===== src/rtl/dmem_arb_pkg.sv =====
// Shared constants and state encoding for the data-memory arbiter.
// Imported by the arbiter top and its starvation counter.
package dmem_arb_pkg;

    localparam int DEF_ADDR_W   = 8;
    localparam int DEF_DATA_W   = 16;
    localparam int DEF_MAX_WAIT = 4;

    // Wide enough for the largest supported MAX_WAIT (15).
    localparam int WAIT_W = 4;

    typedef enum logic [1:0] {
        ST_CPU_PRI   = 2'd0,
        ST_DBG_FORCE = 2'd1,
        ST_DBG_LOCK  = 2'd2
    } arb_state_e;

endpackage


===== src/rtl/arb_starve_cnt.sv =====
// Saturating count of consecutive cycles the debug port was denied.
// at_limit flags that one more denied cycle reaches MAX_WAIT on this edge.
module arb_starve_cnt
    import dmem_arb_pkg::*;
#(
    parameter int MAX_WAIT = DEF_MAX_WAIT
) (
    input  logic              clk,
    input  logic              rst,
    input  logic              inc,
    input  logic              clr,
    output logic [WAIT_W-1:0] cnt,
    output logic              at_limit
);

    localparam logic [WAIT_W-1:0] MAX_V    = WAIT_W'(MAX_WAIT);
    localparam logic [WAIT_W-1:0] MAX_M1_V = WAIT_W'(MAX_WAIT - 1);
    localparam logic [WAIT_W-1:0] ONE_V    = WAIT_W'(1);

    assign at_limit = (cnt >= MAX_M1_V);

    always_ff @(posedge clk) begin
        if (rst || clr) begin
            cnt <= '0;
        end else if (inc && (cnt != MAX_V)) begin
            cnt <= cnt + ONE_V;
        end
    end

endmodule


===== src/rtl/dmem_arbiter.sv =====
// Two-port arbiter in front of the single-port data memory: CPU has fixed
// priority, debug gets bounded latency via a starvation counter and a burst lock.
module dmem_arbiter
    import dmem_arb_pkg::*;
#(
    parameter int ADDR_W   = DEF_ADDR_W,
    parameter int DATA_W   = DEF_DATA_W,
    parameter int MAX_WAIT = DEF_MAX_WAIT
) (
    input  logic              clk,
    input  logic              rst,
    input  logic              cpu_req,
    input  logic              cpu_we,
    input  logic [ADDR_W-1:0] cpu_addr,
    input  logic [DATA_W-1:0] cpu_wdata,
    output logic              cpu_gnt,
    output logic              cpu_stall,
    output logic              cpu_rvalid,
    output logic [DATA_W-1:0] cpu_rdata,
    input  logic              dbg_req,
    input  logic              dbg_we,
    input  logic [ADDR_W-1:0] dbg_addr,
    input  logic [DATA_W-1:0] dbg_wdata,
    input  logic              dbg_lock,
    output logic              dbg_gnt,
    output logic              dbg_rvalid,
    output logic [DATA_W-1:0] dbg_rdata,
    output logic              mem_en,
    output logic              mem_we,
    output logic [ADDR_W-1:0] mem_addr,
    output logic [DATA_W-1:0] mem_wdata,
    input  logic [DATA_W-1:0] mem_rdata,
    output logic [1:0]        arb_state,
    output logic [WAIT_W-1:0] arb_wait_cnt
);

    // Handshake: a port's req/we/addr/wdata must stay stable while req is high
    // and gnt is low; the access happens in the cycle where req & gnt are both
    // high, and a granted load returns rvalid exactly one cycle later.

    arb_state_e        state;
    arb_state_e        state_nxt;
    logic              pri_mode;
    logic              wait_inc;
    logic              wait_clr;
    logic              at_limit;
    logic [WAIT_W-1:0] wait_cnt;

    arb_starve_cnt #(
        .MAX_WAIT (MAX_WAIT)
    ) u_starve_cnt (
        .clk      (clk),
        .rst      (rst),
        .inc      (wait_inc),
        .clr      (wait_clr),
        .cnt      (wait_cnt),
        .at_limit (at_limit)
    );

    assign wait_inc = dbg_req & ~dbg_gnt;
    assign wait_clr = dbg_gnt | ~dbg_req;

    always_ff @(posedge clk) begin
        if (rst) begin
            state <= ST_CPU_PRI;
        end else begin
            state <= state_nxt;
        end
    end

    // pri_mode selects normal CPU-first arbitration; the forced and locked
    // states fall back to it when debug no longer holds its claim.
    always_comb begin
        cpu_gnt   = 1'b0;
        dbg_gnt   = 1'b0;
        pri_mode  = 1'b0;
        state_nxt = state;
        if (!rst) begin
            case (state)
                ST_CPU_PRI: begin
                    pri_mode = 1'b1;
                end
                ST_DBG_FORCE: begin
                    if (dbg_req) begin
                        dbg_gnt   = 1'b1;
                        state_nxt = dbg_lock ? ST_DBG_LOCK : ST_CPU_PRI;
                    end else begin
                        pri_mode = 1'b1;
                    end
                end
                ST_DBG_LOCK: begin
                    if (dbg_lock) begin
                        dbg_gnt = dbg_req;
                    end else begin
                        pri_mode = 1'b1;
                    end
                end
                default: begin
                    state_nxt = ST_CPU_PRI;
                end
            endcase

            if (pri_mode) begin
                state_nxt = ST_CPU_PRI;
                if (cpu_req) begin
                    cpu_gnt = 1'b1;
                    if (dbg_req && at_limit) begin
                        state_nxt = ST_DBG_FORCE;
                    end
                end else if (dbg_req) begin
                    dbg_gnt = 1'b1;
                    if (dbg_lock) begin
                        state_nxt = ST_DBG_LOCK;
                    end
                end
            end
        end
    end

    always_comb begin
        mem_we    = 1'b0;
        mem_addr  = '0;
        mem_wdata = '0;
        if (cpu_gnt) begin
            mem_we    = cpu_we;
            mem_addr  = cpu_addr;
            mem_wdata = cpu_wdata;
        end else if (dbg_gnt) begin
            mem_we    = dbg_we;
            mem_addr  = dbg_addr;
            mem_wdata = dbg_wdata;
        end
    end

    assign mem_en    = cpu_gnt | dbg_gnt;
    assign cpu_stall = cpu_req & ~cpu_gnt;

    always_ff @(posedge clk) begin
        if (rst) begin
            cpu_rvalid <= 1'b0;
            dbg_rvalid <= 1'b0;
        end else begin
            cpu_rvalid <= cpu_gnt & ~cpu_we;
            dbg_rvalid <= dbg_gnt & ~dbg_we;
        end
    end

    assign cpu_rdata    = mem_rdata;
    assign dbg_rdata    = mem_rdata;
    assign arb_state    = state;
    assign arb_wait_cnt = wait_cnt;

endmodule


===== config.mk =====
export PLATFORM = sky130hd
export DESIGN_NAME = dmem_arbiter
export DESIGN_NICKNAME = d
export VERILOG_FILES = /design/src/rtl/dmem_arb_pkg.sv /design/src/rtl/arb_starve_cnt.sv /design/src/rtl/dmem_arbiter.sv
export SDC_FILE = /design/constraint.sdc
export NUM_CORES = 1
export LEC_CHECK = 0
export CELL_PAD_IN_SITES_DETAIL_PLACEMENT = 2
export CELL_PAD_IN_SITES_GLOBAL_PLACEMENT = 2
export CORE_MARGIN = 1.5
export CORE_UTILIZATION = 10
export CTS_CLUSTER_DIAMETER = 120
export DETAILED_ROUTE_END_ITERATION = 10
export PLACE_DENSITY_LB_ADDON = 0.1
export SLEW_MARGIN = 20
export SYNTH_ARGS = -nofsm -noshare
export SYNTH_HDL_FRONTEND = slang
export SYNTH_SLANG_ARGS = --single-unit

===== constraint.sdc =====
create_clock -name clk -period 2.4 [get_ports clk]
set_clock_uncertainty 0.15 [all_clocks]
set_input_delay 0.48 -clock clk [delete_from_list [all_inputs] [get_ports clk]]
set_output_delay 0.48 -clock clk [all_outputs]
set_load 0.01 [all_outputs]

; ---- Yosys cells after proc, flatten, opt, wreduce, memory -nomap -nowiden
; Cells that the tools add are included.
[classes]
mux = 27
bitwise = 11
magnitude_cmp = 1
reduce_logical = 6
add_sub_neg = 1
eq_ne = 5
[op_table]
columns = operator, count
row1 = 16-bit two-way mux, 2
row2 = 8-bit two-way mux, 2
row3 = 1-bit two-way mux, 15
row4 = 2-bit two-way mux, 5
row5 = 1-bit inverter, 5
row6 = "4-bit by 1-bit adder with 4-bit output, second input constant", 1
row7 = 1-bit bitwise AND, 4
row8 = "4-bit by 2-bit >= comparator with 1-bit output, second input constant", 1
row9 = "4-bit by 3-bit inequality test with 1-bit output, second input constant", 1
row10 = 2-bit one-hot mux with 2 select lines, 1
row11 = "3-bit inequality test, second input constant", 1
row12 = 1-bit one-hot mux with 3 select lines, 1
row13 = "2-bit by 1-bit == test with 1-bit output, second input constant", 1
row14 = "2-bit == test, second input constant", 1
row15 = 1-bit logical AND, 2
row16 = 2-bit zero test, 1
row17 = "2-bit by 1-bit inequality test with 1-bit output, second input constant", 1
row18 = 1-bit OR, 2
row19 = 1-bit one-hot mux with 2 select lines, 1
row20 = 2-bit AND reduction, 1
row21 = 2-bit OR reduction, 1
row22 = 1-bit logical OR, 1
[word_totals]
word_cells = 55
reg_bits = 8
in_bits = 71
out_inout_bits = 69

; ---- Longest topological paths before layout
[depth]
word_depth = 9
depth_mapped = 7
ltp_nobuf = 6

; ---- Cells and area by module
; A second synthesis with hierarchy kept.
[hier_totals]
hier_cells = 132
hier_area_um2 = 1098.6
[modules_own_cells]
columns = mod, n_inst, area_per_inst_um2, seq_area_each_um2, cells_per_inst
row1 = dmem_arbiter, 1, 870.8, 80.1, 105
row2 = arb_starve_cnt, 1, 227.7, 80.1, 27

; ---- Worst setup path before layout
; No wires, ideal clock.
[synth_path]
path_type = reg-to-output
from = register state[0] (netlist: arb_state[0])
to = output mem_addr[0]
t_required_ns = 1.770
path_buffers = 1
path_slack_ns = -0.093
path_stages_with_launch = 8
arrival_ns = 1.863
path_cell_list = dfxtp_1 > inv_1 > ha_1 > nor2b_1 > o311a_4 > a211oi_4 > buf_6 > a22o_1
[synth_via]
elab_chain_cells = 8
word_cells_on_any_way = 14
cone_classes = 2 x eq/ne / 11 x mux / 1 x reduce/logical
[synth_rtl]
columns = item, line_no
row1 = "start, declared", dmem_arbiter.sv:41  ; arb_state_e state;
row2 = "start signal, assigned", dmem_arbiter.sv:67  ; state <= state_nxt;
row3 = 2-bit == test or 2-bit by 1-bit == test with 1-bit output (tied branches), dmem_arbiter.sv:79  ; case (state)
row4 = 1-bit one-hot mux with 2 select lines, dmem_arbiter.sv:79
row5 = 1-bit two-way mux, dmem_arbiter.sv:110  ; end else if (dbg_req) begin
row6 = 1-bit two-way mux, dmem_arbiter.sv:105  ; if (cpu_req) begin
row7 = 1-bit two-way mux, dmem_arbiter.sv:103  ; if (pri_mode) begin
row8 = 1-bit two-way mux, dmem_arbiter.sv:78  ; if (!rst) begin
row9 = 8-bit two-way mux, dmem_arbiter.sv:128  ; end else if (dbg_gnt) begin
row10 = 8-bit two-way mux *, dmem_arbiter.sv:124  ; if (cpu_gnt) begin
row11 = "end, declared", dmem_arbiter.sv:30  ; output logic [ADDR_W-1:0] mem_addr,
; Mark *: on every way between the ends. The rest lies on a longest branch, timed or not. The select of a mux whose other input is x is not followed.

; ---- Worst setup path after layout
[layout_path]
from = register state[1] (netlist: arb_state[1])
to = output mem_addr[2]
; The elaborated chain is that of the path after synthesis.

==> metrics.txt <==
status=finished, violations left; failing checks=negative setup slack; Hold Path Class=register to register; max incr delay on CP=0.37 ns; Vias=1273; Worst slew margin=76.6%; Cells after Synth=~120; Yosys cell types=32; worst slew pin tran=about 0.35 ns; layout cells sized above 1=38.4%; CP max FO=6; die height=105 µm; Initial Util=10.4%; Fmax achieved=361 MHz; Root Buffer=clkbuf_8; standard-cell rows=36; mapped cell area=0.00103 mm²; DP Wirelength=4130 µm; combinational share of power=48.2%; TritonCTS clock tree=yes; period utilisation layout=116%; nets@finish=294; worst-case clock buffer depth=2; final hold vios=0; Die X=about 100 µm; Flop pwr share=~23%; prevailing post-synth register cell=dfxtp_1; CP Class=register to output port; Port Buf Inserts=between 90 and 100; DR iter-0 viols=14; fin worst setup slack=-0.374 ns; core area=0.00991 mm²; CP Launch Type=register; Sw Ratio=28.3%; Clock Power Share=29.3%; number of max-cap violations=0; Num CTS Buffers=3; crit end category=output port; Yosys Warn Count=0; Pins Over Slew Limit=0; static leakage=0.927 nW; crit path DAT=2.14 ns; I/O Pins=140; first-pass GRT wire length=8580 µm; final wirelength=between 5000 and 6000 µm; Hold Buf Count CTS=0; worst endpoint required time=1.77 ns; pwr/cell area=266 mW/mm²; R2R Setup Slk=0.26 ns; Yosys reg bits=8; Die ar.=0.0109 mm²; Sink Count=8; switching component of the power=between 150 and 200 µW; Avg Cell Area, Syn=8.32 µm²; Area growth syn-to-layout=121%; Final Critical Period=2.77 ns; ant diodes=0; ANT nets after route=0; RSZ-0062 raised after global routing=true; EDFF count, synth=0; clk slew on worst S/H paths=~0.05 ns; clock latency on the worst-skew pair=0.24 ns; CP max stage cell=dfxtp_4; largest net degree at the start of global routing=16; H-tree levels=1; Pint=436 µW; Worst VDD drop=0.118 mV; syn_nets=201; TritonRoute pass-1 iters=3; critical-path cell list=inv_4, ha_4, nor2b_4, o311a_4, a211oi_4, buf_6, buf_8, a22o_1, buf_2; gpl congestion=0.678; initial antenna violation count=0; async set-reset flop share out of synthesis=0%; vias in the first global route=1420; GR Util All Layers=10.4%; GR Overflow Total=0; Residual DRC=0; Routed WL per cell=17.1 µm; setup violators final=28; sequential area share after synthesis=15.5%; drt via density=3.65; setup_tns=-9.62 ns; final core utilization=23.0%
## final cells by class
| type | instances | area, µm² |
|---|---|---|
| repair buffers | 125 | 1210 |
| inverters | 5 | 23.8 |
| clock buffers | 4 | 45.0 |
| flip-flops and latches | 8 | 168 |
| fillers | 1138 | 7630 |
| well taps | 133 | 166 |
| multi-input cells | 74 | 666 |
## synth_stat cells (all sizes together) (2+ instances only)
library cell / n / area (µm²)
buf: 35 / 268
a22o: 25 / 219
dfxtp: 8 / 160
nand2: 8 / 30.0
ha: 6 / 75.1
nor2b: 6 / 37.5
inv: 5 / 18.8
a21oi: 3 / 15.0
nor2: 3 / 11.3
a211oi: 2 / 27.5
clkbuf: 2 / 7.51
nand2b: 2 / 12.5
o31ai: 2 / 15.0
or3: 2 / 12.5
## placed cells by master (no fill, tap or decap), types with 3 or more instances in the layout
cell type        netlist  final
ha_4                   0      3
nor2b_1                6      4
dfxtp_1                8      6
clkdlybuf4s50_1        0     58
inv_1                  5      3
buf_16                 0      4
a22o_1                25     25
buf_2                  1     24
clkbuf_8               0      3
dlygate4sd2_1          0      3
nand2_1                8      7
buf_4                 32     19
buf_6                  2     11
## per-layer routing
layer  part of all wire [%]  GRT usage (%)  wire length [µm]
met5                      0              0                 0
met3                    4.1           1.37               242
met4                    1.3           2.64                78
met1                     40           12.0              2380
met2                     55           19.8              3260
## stage by stage
step	hold slack [ns]	power, mW	instances	setup WS (ns)	area (µm²)
4_1_cts	0.380	0.601	344	-0.371	2170
3_5_place_dp	0.373	0.402	328	-0.884	2000
5_1_grt	0.408	0.642	349	-0.450	2280
3_3_place_gp	0.347	0.398	328	-0.859	2000
2_1_floorplan	0.358	0.270	124	0.00732	1060
6_report	0.365	0.608	349	-0.374	2280
## path summary, 6_finish.rpt
kind	from	to	cells after the start
setup / recovery	arb_state[1]	mem_addr[2]	9
hold / removal	u_starve_cnt.cnt[3]	u_starve_cnt.cnt[3]	2
setup reg to reg	arb_state[1]	arb_state[0]	10
hold reg to reg	u_starve_cnt.cnt[3]	u_starve_cnt.cnt[3]	2
## logic make-up after synthesis
family          count (synthesis)  synth area share (%)
fa+ha+maj                       6                  7.27
compound gates                 40                  34.2
xor+xnor                        1                 0.849
simple gates                   27                  13.7
flops                           8                  15.5
buf+inv                        42                  28.5
## registers in the layout, indices dropped and copies added, names as in the netlist
name / cells
cpu_rvalid: 1
u_starve_cnt.cnt: 4
arb_state: 2
dbg_rvalid: 1
## power groups by stage
stage / Clock [mW] / Combinational (mW) / Sequential, mW
after floorplan: 0 / 0.130 / 0.140
after global placement: 0 / 0.259 / 0.139
after global routing: 0.191 / 0.313 / 0.137
after detailed placement: 0 / 0.263 / 0.139
after CTS: 0.183 / 0.282 / 0.137
final: 0.178 / 0.293 / 0.137
## worst max-delay path, delay by kind of cell, from the launching register on
kind	cells	cell delay [ns]
AO/OA/AOI/OAI	3	0.78
adder cells (fa/ha/maj)	1	0.15
buffers and inverters	4	0.49
flip-flops	1	0.37
AND/OR/NAND/NOR	1	0.12
## what timing repair did
action                     CTS  global route
setup endpoints to repair   29            29
gates resized for setup    148            13
pin swaps                   10            13
buffers inserted             8             6
gates cloned                 4             2
(Power assumes the default switching activity.)
